### src/rtl/multicycle_control_unit.sv
// -----------------------------------------------------------------------------
// multicycle_control_unit
//
// Moore-style sequencer for the multicycle datapath: fetch, decode, execute,
// memory and write-back. It generates the IR capture pulse, PC load/select,
// ALU operand/operation selects, memory requests (held until memReady) and
// register-file write controls.
//
// Optional feature macro: ILLEGAL_OP_TRAP_EN
//   defined   : an illegal opcode/mode in EXEC enters HALT (sticky until
//               rst_n), where trap=1 and every other output is 0.
//   undefined : an illegal instruction retires as a NOP (EXEC -> FETCH with no
//               writes); trap is tied 0 and HALT is never entered.
//
// Ports
//   clk        in   system clock, rising edge
//   rst_n      in   asynchronous active-low reset
//   opcode     in   IR opcode field (OPW bits), sampled in DECODE
//   modeBits   in   IR mode field, sampled in DECODE
//   aluZero    in   ALU result == 0 (branch resolution in EXEC)
//   aluNeg     in   ALU result negative (branch resolution in EXEC)
//   memReady   in   memory access completes this cycle (FETCH/MEM only)
//   IRWrite    out  one-cycle IR capture pulse
//   PCWrite    out  PC load enable
//   PCSrc      out  00 PC+4, 01 PC+signext(imm), 10 jump target
//   ALUSrc     out  0 register operand, 1 extended immediate
//   ALUOp      out  000 AND, 001 ADD, 010 SUB (ALUW bits)
//   extSel     out  1 sign-extend immediate, 0 zero-extend
//   memRead    out  memory read request
//   memWrite   out  memory write request
//   memToReg   out  write-back data from memory
//   regWrite   out  register-file write enable
//   regDst     out  0 write Rd, 1 write Rs1 (post-increment base)
//   stateOut   out  current state encoding
//   trap       out  illegal-instruction trap
//
// State table
//   state  | meaning
//   FETCH  | request instruction word; on memReady capture IR and PC+4
//   DECODE | latch opcode and mode fields
//   EXEC   | ALU op, address generation, branch resolution or jump
//   MEM    | hold LW/SW request until memReady
//   WB     | register write (ALU result or load data)
//   WBINC  | post-increment base register write (Rs1 + imm)
//   HALT   | illegal instruction trapped; sticky until reset
//
// Outputs are decoded combinationally from the state register and the latched
// opcode/mode. The only same-cycle input dependencies are the memReady gating
// in FETCH and the branch-flag resolution in EXEC, both of which must act in
// the cycle they are observed. All outputs are forced low while rst_n is low
// so an in-flight memory request drops immediately on reset.
// -----------------------------------------------------------------------------
module multicycle_control_unit #(
    parameter int OPW  = 6,
    parameter int ALUW = 3
) (
    input  logic            clk,
    input  logic            rst_n,
    input  logic [OPW-1:0]  opcode,
    input  logic [1:0]      modeBits,
    input  logic            aluZero,
    input  logic            aluNeg,
    input  logic            memReady,
    output logic            IRWrite,
    output logic            PCWrite,
    output logic [1:0]      PCSrc,
    output logic            ALUSrc,
    output logic [ALUW-1:0] ALUOp,
    output logic            extSel,
    output logic            memRead,
    output logic            memWrite,
    output logic            memToReg,
    output logic            regWrite,
    output logic            regDst,
    output logic [2:0]      stateOut,
    output logic            trap
);

    typedef enum logic [2:0] {
        S_FETCH  = 3'd0,
        S_DECODE = 3'd1,
        S_EXEC   = 3'd2,
        S_MEM    = 3'd3,
        S_WB     = 3'd4,
        S_WBINC  = 3'd5,
        S_HALT   = 3'd6
    } state_t;

    localparam logic [OPW-1:0] OP_ANDI = OPW'(0);
    localparam logic [OPW-1:0] OP_ADDI = OPW'(1);
    localparam logic [OPW-1:0] OP_SUBI = OPW'(2);
    localparam logic [OPW-1:0] OP_LW   = OPW'(3);
    localparam logic [OPW-1:0] OP_SW   = OPW'(4);
    localparam logic [OPW-1:0] OP_BEQ  = OPW'(5);
    localparam logic [OPW-1:0] OP_BNE  = OPW'(6);
    localparam logic [OPW-1:0] OP_BGT  = OPW'(7);
    localparam logic [OPW-1:0] OP_BLT  = OPW'(8);
    localparam logic [OPW-1:0] OP_JMP  = OPW'(9);

    localparam logic [ALUW-1:0] ALU_AND = ALUW'(0);
    localparam logic [ALUW-1:0] ALU_ADD = ALUW'(1);
    localparam logic [ALUW-1:0] ALU_SUB = ALUW'(2);

    localparam logic [1:0] PC_PLUS4  = 2'b00;
    localparam logic [1:0] PC_BRANCH = 2'b01;
    localparam logic [1:0] PC_JUMP   = 2'b10;

    localparam logic [1:0] MODE_PLAIN   = 2'b00;
    localparam logic [1:0] MODE_POSTINC = 2'b01;

    // Bundled control word so the reset gating is applied in one place.
    typedef struct packed {
        logic            ir_write;
        logic            pc_write;
        logic [1:0]      pc_src;
        logic            alu_src;
        logic [ALUW-1:0] alu_op;
        logic            ext_sel;
        logic            mem_read;
        logic            mem_write;
        logic            mem_to_reg;
        logic            reg_write;
        logic            reg_dst;
        logic            trap;
    } ctrl_t;

    state_t         state_q, state_d;
    logic [OPW-1:0] op_lat_q, op_lat_d;
    logic [1:0]     mode_lat_q, mode_lat_d;

    ctrl_t          ctrl_c;
    ctrl_t          ctrl_o;

    // ---------------------------------------------------------------------
    // Instruction classification from the latched fields
    // ---------------------------------------------------------------------
    logic is_andi, is_addi, is_subi, is_lw, is_sw, is_mem;
    logic is_beq, is_bne, is_bgt, is_blt, is_branch, is_jmp, is_alu;
    logic mode_ok, post_inc, legal, branch_taken;
    logic [ALUW-1:0] alu_imm_op;

    always_comb begin
        is_andi   = (op_lat_q == OP_ANDI);
        is_addi   = (op_lat_q == OP_ADDI);
        is_subi   = (op_lat_q == OP_SUBI);
        is_lw     = (op_lat_q == OP_LW);
        is_sw     = (op_lat_q == OP_SW);
        is_beq    = (op_lat_q == OP_BEQ);
        is_bne    = (op_lat_q == OP_BNE);
        is_bgt    = (op_lat_q == OP_BGT);
        is_blt    = (op_lat_q == OP_BLT);
        is_jmp    = (op_lat_q == OP_JMP);
        is_alu    = is_andi | is_addi | is_subi;
        is_mem    = is_lw | is_sw;
        is_branch = is_beq | is_bne | is_bgt | is_blt;

        // Only plain and post-increment addressing exist; mode 1x is reserved.
        mode_ok   = (mode_lat_q == MODE_PLAIN) || (mode_lat_q == MODE_POSTINC);
        post_inc  = (mode_lat_q == MODE_POSTINC);
        legal     = is_alu | is_branch | is_jmp | (is_mem & mode_ok);

        branch_taken = (is_beq &  aluZero)
                     | (is_bne & ~aluZero)
                     | (is_bgt & ~aluNeg & ~aluZero)
                     | (is_blt &  aluNeg);

        alu_imm_op = ALU_AND;
        if (is_addi) begin
            alu_imm_op = ALU_ADD;
        end else if (is_subi) begin
            alu_imm_op = ALU_SUB;
        end
    end

    // ---------------------------------------------------------------------
    // Next-state and field latches
    // ---------------------------------------------------------------------
    always_comb begin
        state_d    = state_q;
        op_lat_d   = op_lat_q;
        mode_lat_d = mode_lat_q;

        case (state_q)
            S_FETCH: begin
                if (memReady) begin
                    state_d = S_DECODE;
                end
            end

            S_DECODE: begin
                op_lat_d   = opcode;
                mode_lat_d = modeBits;
                state_d    = S_EXEC;
            end

            S_EXEC: begin
                if (!legal) begin
`ifdef ILLEGAL_OP_TRAP_EN
                    state_d = S_HALT;
`else
                    state_d = S_FETCH;
`endif
                end else if (is_alu) begin
                    state_d = S_WB;
                end else if (is_mem) begin
                    state_d = S_MEM;
                end else begin
                    state_d = S_FETCH;
                end
            end

            S_MEM: begin
                if (memReady) begin
                    if (is_lw) begin
                        state_d = S_WB;
                    end else if (post_inc) begin
                        state_d = S_WBINC;
                    end else begin
                        state_d = S_FETCH;
                    end
                end
            end

            S_WB: begin
                state_d = (is_lw && post_inc) ? S_WBINC : S_FETCH;
            end

            S_WBINC: begin
                state_d = S_FETCH;
            end

            S_HALT: begin
`ifdef ILLEGAL_OP_TRAP_EN
                state_d = S_HALT;
`else
                state_d = S_FETCH;
`endif
            end

            default: begin
                state_d = S_FETCH;
            end
        endcase
    end

    always_ff @(posedge clk or negedge rst_n) begin
        if (!rst_n) begin
            state_q    <= S_FETCH;
            op_lat_q   <= '0;
            mode_lat_q <= '0;
        end else begin
            state_q    <= state_d;
            op_lat_q   <= op_lat_d;
            mode_lat_q <= mode_lat_d;
        end
    end

    // ---------------------------------------------------------------------
    // Output decode
    // ---------------------------------------------------------------------
    always_comb begin
        ctrl_c = '0;

        case (state_q)
            S_FETCH: begin
                ctrl_c.mem_read = 1'b1;
                // IR capture and PC+4 happen on the cycle the word arrives.
                if (memReady) begin
                    ctrl_c.ir_write = 1'b1;
                    ctrl_c.pc_write = 1'b1;
                    ctrl_c.pc_src   = PC_PLUS4;
                end
            end

            S_DECODE: begin
                ctrl_c = '0;
            end

            S_EXEC: begin
                // An illegal instruction leaves every control low (NOP or trap entry).
                if (legal) begin
                    ctrl_c.ext_sel = ~is_andi;
                    if (is_alu) begin
                        ctrl_c.alu_src = 1'b1;
                        ctrl_c.alu_op  = alu_imm_op;
                    end else if (is_mem) begin
                        ctrl_c.alu_src = 1'b1;
                        ctrl_c.alu_op  = ALU_ADD;
                    end else if (is_branch) begin
                        ctrl_c.alu_src = 1'b0;
                        ctrl_c.alu_op  = ALU_SUB;
                        if (branch_taken) begin
                            ctrl_c.pc_write = 1'b1;
                            ctrl_c.pc_src   = PC_BRANCH;
                        end
                    end else if (is_jmp) begin
                        ctrl_c.pc_write = 1'b1;
                        ctrl_c.pc_src   = PC_JUMP;
                    end
                end
            end

            S_MEM: begin
                // Address generation stays selected while the request is held.
                ctrl_c.ext_sel   = 1'b1;
                ctrl_c.alu_src   = 1'b1;
                ctrl_c.alu_op    = ALU_ADD;
                ctrl_c.mem_read  = is_lw;
                ctrl_c.mem_write = is_sw;
            end

            S_WB: begin
                ctrl_c.reg_write  = 1'b1;
                ctrl_c.reg_dst    = 1'b0;
                ctrl_c.mem_to_reg = is_lw;
                ctrl_c.ext_sel    = ~is_andi;
                ctrl_c.alu_src    = 1'b1;
                ctrl_c.alu_op     = is_lw ? ALU_ADD : alu_imm_op;
            end

            S_WBINC: begin
                ctrl_c.reg_write = 1'b1;
                ctrl_c.reg_dst   = 1'b1;
                ctrl_c.ext_sel   = 1'b1;
                ctrl_c.alu_src   = 1'b1;
                ctrl_c.alu_op    = ALU_ADD;
            end

            S_HALT: begin
`ifdef ILLEGAL_OP_TRAP_EN
                ctrl_c.trap = 1'b1;
`else
                ctrl_c.trap = 1'b0;
`endif
            end

            default: begin
                ctrl_c = '0;
            end
        endcase
    end

    // Reset forces every control low asynchronously, including requests.
    assign ctrl_o   = rst_n ? ctrl_c : '0;

    assign IRWrite  = ctrl_o.ir_write;
    assign PCWrite  = ctrl_o.pc_write;
    assign PCSrc    = ctrl_o.pc_src;
    assign ALUSrc   = ctrl_o.alu_src;
    assign ALUOp    = ctrl_o.alu_op;
    assign extSel   = ctrl_o.ext_sel;
    assign memRead  = ctrl_o.mem_read;
    assign memWrite = ctrl_o.mem_write;
    assign memToReg = ctrl_o.mem_to_reg;
    assign regWrite = ctrl_o.reg_write;
    assign regDst   = ctrl_o.reg_dst;
`ifdef ILLEGAL_OP_TRAP_EN
    assign trap     = ctrl_o.trap;
`else
    assign trap     = 1'b0;
`endif
    assign stateOut = rst_n ? state_q : 3'd0;

endmodule

### config.mk
export PLATFORM = sky130hd
export DESIGN_NAME = multicycle_control_unit
export DESIGN_NICKNAME = d
export VERILOG_FILES = /design/src/rtl/multicycle_control_unit.sv
export SDC_FILE = /design/constraint.sdc
export NUM_CORES = 1
export LEC_CHECK = 0
export CAP_MARGIN = 20
export CORE_ASPECT_RATIO = 0.8
export CORE_UTILIZATION = 38
export DETAILED_ROUTE_END_ITERATION = 10
export GPL_ROUTABILITY_DRIVEN = 0
export PLACE_DENSITY_LB_ADDON = 0.2
export REMOVE_ABC_BUFFERS = 1
export SYNTH_ARGS = -nofsm -noshare
export SYNTH_HDL_FRONTEND = slang
export SYNTH_SLANG_ARGS = --single-unit
### constraint.sdc
create_clock -name clk -period 3.45 [get_ports clk]
set_clock_uncertainty 0.05 [all_clocks]
set_input_delay 0.345 -clock clk [delete_from_list [all_inputs] [get_ports clk]]
set_output_delay 0.345 -clock clk [all_outputs]
set_load 0.01 [all_outputs]
Word level (Yosys, flattened, before mapping)
Cells that the tools add are included.
{"block": "totals", "reg_bits": 11, "in_bits": 13}
{"block": "classes", "n_reduce_logical": 7, "bitwise": 21, "eq_ne": 17, "muxes": 31}
{"op": "$mux W3", "n": 15}
{"op": "$eq A6 B3 Y1 const B", "n": 4}
{"op": "$mux W15", "n": 1}
{"op": "$pmux W3 S5", "n": 1}
{"op": "$pmux W5 S3", "n": 1}
{"op": "$eq A6 B2 Y1 const B", "n": 2}
{"op": "$eq A6 B4 Y1 const B", "n": 2}
{"op": "$mux W4", "n": 3}
{"op": "$or A1 B1 Y1", "n": 12}
{"op": "$mux W8", "n": 1}
{"op": "$and A1 B1 Y1", "n": 6}
{"op": "$eq A3 B2 Y1 const B", "n": 2}
{"op": "$eq A3 B3 Y1 const B", "n": 2}
{"op": "$eq A6 B1 Y1 const B", "n": 1}
{"op": "$logic_not A6 Y1", "n": 1}
{"op": "$mux W2", "n": 3}
{"op": "$pmux W3 S2", "n": 1}
{"op": "$ne A2 B2 Y1 const B", "n": 2}
{"op": "$pmux W2 S2", "n": 1}
{"op": "$eq A3 B1 Y1 const B", "n": 1}
{"op": "$logic_not A3 Y1", "n": 1}
{"op": "$mux W1", "n": 3}
{"op": "$not A1 Y1", "n": 3}
{"op": "$eq A2 B1 Y1 const B", "n": 1}
{"op": "6 further kinds", "n": 6}

Longest topological paths before layout
Gate-level depths: netlist of run 1.
{"block": "logic_depth", "ltp_word": 12, "mapped_depth": 6}

Least setup slack after synthesis of run 1
No wires, ideal clock.
{"block": "synth_timing", "kind": "flip-flop to output port", "startpoint": "reg op_lat_q[3]", "endpoint": "out ALUOp[0]", "path_stages_with_launch": 6, "path_slack_ns": 1.380, "t_required_ns": 3.055, "t_arrival_ns": 1.675, "path_buffers": 1, "cell_sequence": "dfrtp_1 -> buf_4 -> or3_4 -> or3_1 -> o21a_1 -> nor3_1"}
{"block": "synth_via", "elab_chain_cells": 10, "elab_cells_between_ends": 27}
{"element": "start, declared", "line": "128", "source": "logic [OPW-1:0] op_lat_q, op_lat_d;"}
{"element": "start signal, assigned", "line": "253", "source": "op_lat_q <= op_lat_d;"}
{"element": "$eq A6 B3 Y1, on equally long branches", "line": "148, 149"}
{"element": "$or A1 B1 Y1 (3 in series)", "line": "155", "source": "is_branch = is_beq | is_bne | is_bgt | is_blt;"}
{"element": "$or A1 B1 Y1 (3 in series)", "line": "160", "source": "legal = is_alu | is_branch | is_jmp | (is_mem & mode_ok);"}
{"element": "$mux W8", "line": "281", "source": "if (legal) begin"}
{"element": "$pmux W5 S3 (*)", "line": "264", "source": "case (state_q)"}
{"element": "$mux W15 (*)", "line": "344", "source": "assign ctrl_o = rst_n ? ctrl_c : '0;"}
{"element": "end, declared", "line": "68", "source": "output logic [ALUW-1:0] ALUOp,"}
Mark *: on every way between the ends. The rest lies on a longest branch, timed or not.

Final worst setup path of run 1
{"block": "layout_timing", "startpoint": "reg op_lat_q[3]", "endpoint": "out memRead"}
{"block": "layout_via", "elab_chain_cells": 3}
{"element": "$eq A6 B2 Y1", "line": "146", "source": "is_lw = (op_lat_q == OP_LW);"}
{"element": "$pmux W1 S2", "line": "264"}
{"element": "$mux W15", "line": "344"}
{"element": "end, declared", "line": "70", "source": "output logic memRead,"}
Every way passes these cells.

==> flow_summary.ini, run 1 <==
[logic_synthesis]
ys_seq_elements = 11
yosys_warnings = 0
synth_top_family_by_area = simple AND/OR/NAND/NOR gates
yosys-top-cells-area = dfrtp_1, mux2_2, nand2_1
synthXorXnorAreaFrac_pct = 0
synthSimpleGateAreaFrac_pct = 34.8
ys_seq_area_share_pct = 27.6
synth_mux_area_share_pct = 7.91
synthAdderAreaFrac_pct = 0
syn-cell-area_um2 = 996
synth_largest_area_cell = dfrtp_1
synth_cell_types = 44
syn_avg_cell_area_um2 = 8.03
yosys.area.top_type_share_pct = 27.6
synth_compound_area_share_pct = 20.6
synth_cells = 124

[worst_setup_path]
cp.required_ns = 3.05
cp.arrival_ns = 2.61
critical_path_class = register to output port
end_kind = output port
start_kind = register
crit_fanout = 11

[cells_and_area]
diodes = 0
final_common_cell = clkdlybuf4s50_1
layout_common_cells = clkdlybuf4s50_1, nand2_1, dfrtp_1, nor2_1, a21oi_1
final_area_um2 = 1280
final_nets = 161
final_util_pct = 52.1
drive_gt1_share_pct = 12.9
area_growth_pct = 28.9

[sta]
setup_viol = 0
finalHoldViolations = 0
post-route-min-period_ns = 3.01
maxSlewViolCount = 0
period_share_pct = 87.1
setup_tns_ns = 0
relSlewSlack_pct = 56.5
worstMarginPinSlew_ns = 0.650
rsz0062_at_grt = false
fin_hold_ws_ns = 0.311
clock.fmax_ghz = 0.333

[placed_design]
port-buffer-count = 28
placed_area_um2 = 1260
dp_hpwl_mm = 1.76

[floorplan]
ios = 31
rows = 16
initial_core_util_pct = 40.4
die_y_um = 47.8
die_w_um = 59.2
design.core.area_um2 = 2460
die-area_um2 = 2830

[global_route]
track_usage_pct = 18.6
grt_start_max_net_pins = 21
grtUsageMet1_pct = 25.3
use_met3_pct = 4.05
grt_pass1_vias = 841
grt_pass1_wl_mm = 3.86
antenna_found_initial = 0
grt_overflow_total = 0
use_met2_pct = 29.2
grt.busiest_layer = met2

[clock_network]
clockBufferDepth = 2
numClockSinks = 11
cts_resized = 0
cts_buffers = 3
cts_root_buf = clkbuf_4
clkLatencyLatePin_ns = 0.28
postCtsHoldBufs = 0
cts_htree_levels = 1
cts_tree = done
cts.clk_slew.worst_paths_ns = 0.07
cts_setup_buffers = 0

[run_status]
status = complete, no violations

[flow_run]
cap_violations = 0

[power]
p_leak_nw = 0.481
ir_drop_v = 0.000315
p_per_area_nw_per_um2 = 714

[routing]
drt_iter0_markers = 58
wire_per_inst_um = 13.4
remaining_drc_errors = 0
viasPerCell = 5.52
num_vias = 1011
drt_first_pass_iters = 5
drt_wl_total_mm = 2.44
ant_nets = 0

[hold_path]
hp-class = primary input to asynchronous set/reset pin
sequential cells by signal, indices dropped and copies added, names as in the netlist:
name,count
state_q,3
mode_lat_q,2
op_lat_q,6
final cells by class:
| class | count | area [um2] |
|---|---|---|
| Multi-Input combinational cell | 100 | 638 |
| Timing Repair Buffer | 29 | 288 |
| Fill cell | 238 | 1180 |
| Sequential cell | 11 | 275 |
| Clock buffer | 4 | 26.3 |
| Inverter | 3 | 11.3 |
| Tap cell | 36 | 45.0 |
layer usage:
layer  share of wire [%]  vias up
met3                 5.8        3
met2                  45       38
li1                    -      489
met5                   0        -
met4                 1.0        0
met1                  48      481
metrics by stage:
| stage | power [W] | cells | setup slack (ns) |
|---|---|---|---|
| final | 0.000916 | 183 | 0.444 |
| after global routing | 0.000994 | 183 | 0.258 |
| after CTS | 0.000916 | 183 | 0.484 |
| after detailed placement | 0.000819 | 179 | 0.803 |
| after global placement | 0.000811 | 179 | 0.805 |
| after floorplan | 0.000651 | 114 | 1.40 |
critical path: stages (launching register included):
cell	delay (ns)
dfrtp_1	0.49
nor4_1	0.59
and3_1	0.33
nand3_1	0.10
a211oi_1	0.26
clkdlybuf4s50_1	0.57
cells in the mapped netlist, drive strengths merged:
master,number
a2111oi,1
a211o,1
a211oi,2
a21o,1
a21oi,8
a2bb2oi,1
a32oi,1
a41oi,1
and2,3
and2b,1
and3,3
buf,7
clkbuf,4
conb,1
dfrtp,11
inv,3
mux2,7
nand2,14
nand2b,7
nand3,3
nand3b,2
nand4b,1
nor2,10
nor2b,1
nor3,5
nor3b,3
nor4,1
o211ai,2
o21a,2
o21ai,5
o21bai,2
o22ai,1
o311ai,1
o41ai,1
or2,1
or2b,1
or3,2
or3b,1
or4,2
path summary, 6_finish.rpt:
kind	start	end	slack [ns]	cells after the start
worst min register to register	mode_lat_q[0]$_DFFE_PN0N_	mode_lat_q[0]$_DFFE_PN0N_	0.49	1
min in group clk	mode_lat_q[0]$_DFFE_PN0N_	mode_lat_q[0]$_DFFE_PN0N_	0.49	1
worst max register to register	op_lat_q[3]$_DFFE_PN0N_	state_q[2]$_DFFE_PN0P_	1.51	5
worst max-delay path	op_lat_q[3]$_DFFE_PN0N_	memRead	0.44	5
max in group asynchronous	rst_n	op_lat_q[1]$_DFFE_PN0N_	2.56	2
worst min-delay path	rst_n	state_q[1]$_DFFE_PN0P_	0.31	1
kinds of logic after synthesis:
| kind of cell | Yosys count |
|---|---|
| AND/OR/NAND/NOR | 61 |
| other | 1 |
| multiplexers | 7 |
| AO/OA/AOI/OAI | 30 |
| flip-flops | 11 |
| buffers and inverters | 14 |
power by group:
part	switching, W	internal [W]	leakage [nW]	total (W)
combinational	0.000208	0.000262	0.333	0.000469
clock	0.0000463	0.0000449	0.0150	0.0000911
sequential	0.000166	0.000190	0.134	0.000356
Power figures use the tool's default switching activity.
==> run 2: changes to the inputs <==
Settings changed: SKIP_LAST_GASP from default to 1.
==> results of run 2 <==
The final DEF is identical to that of run 1; final timing and power are the same.
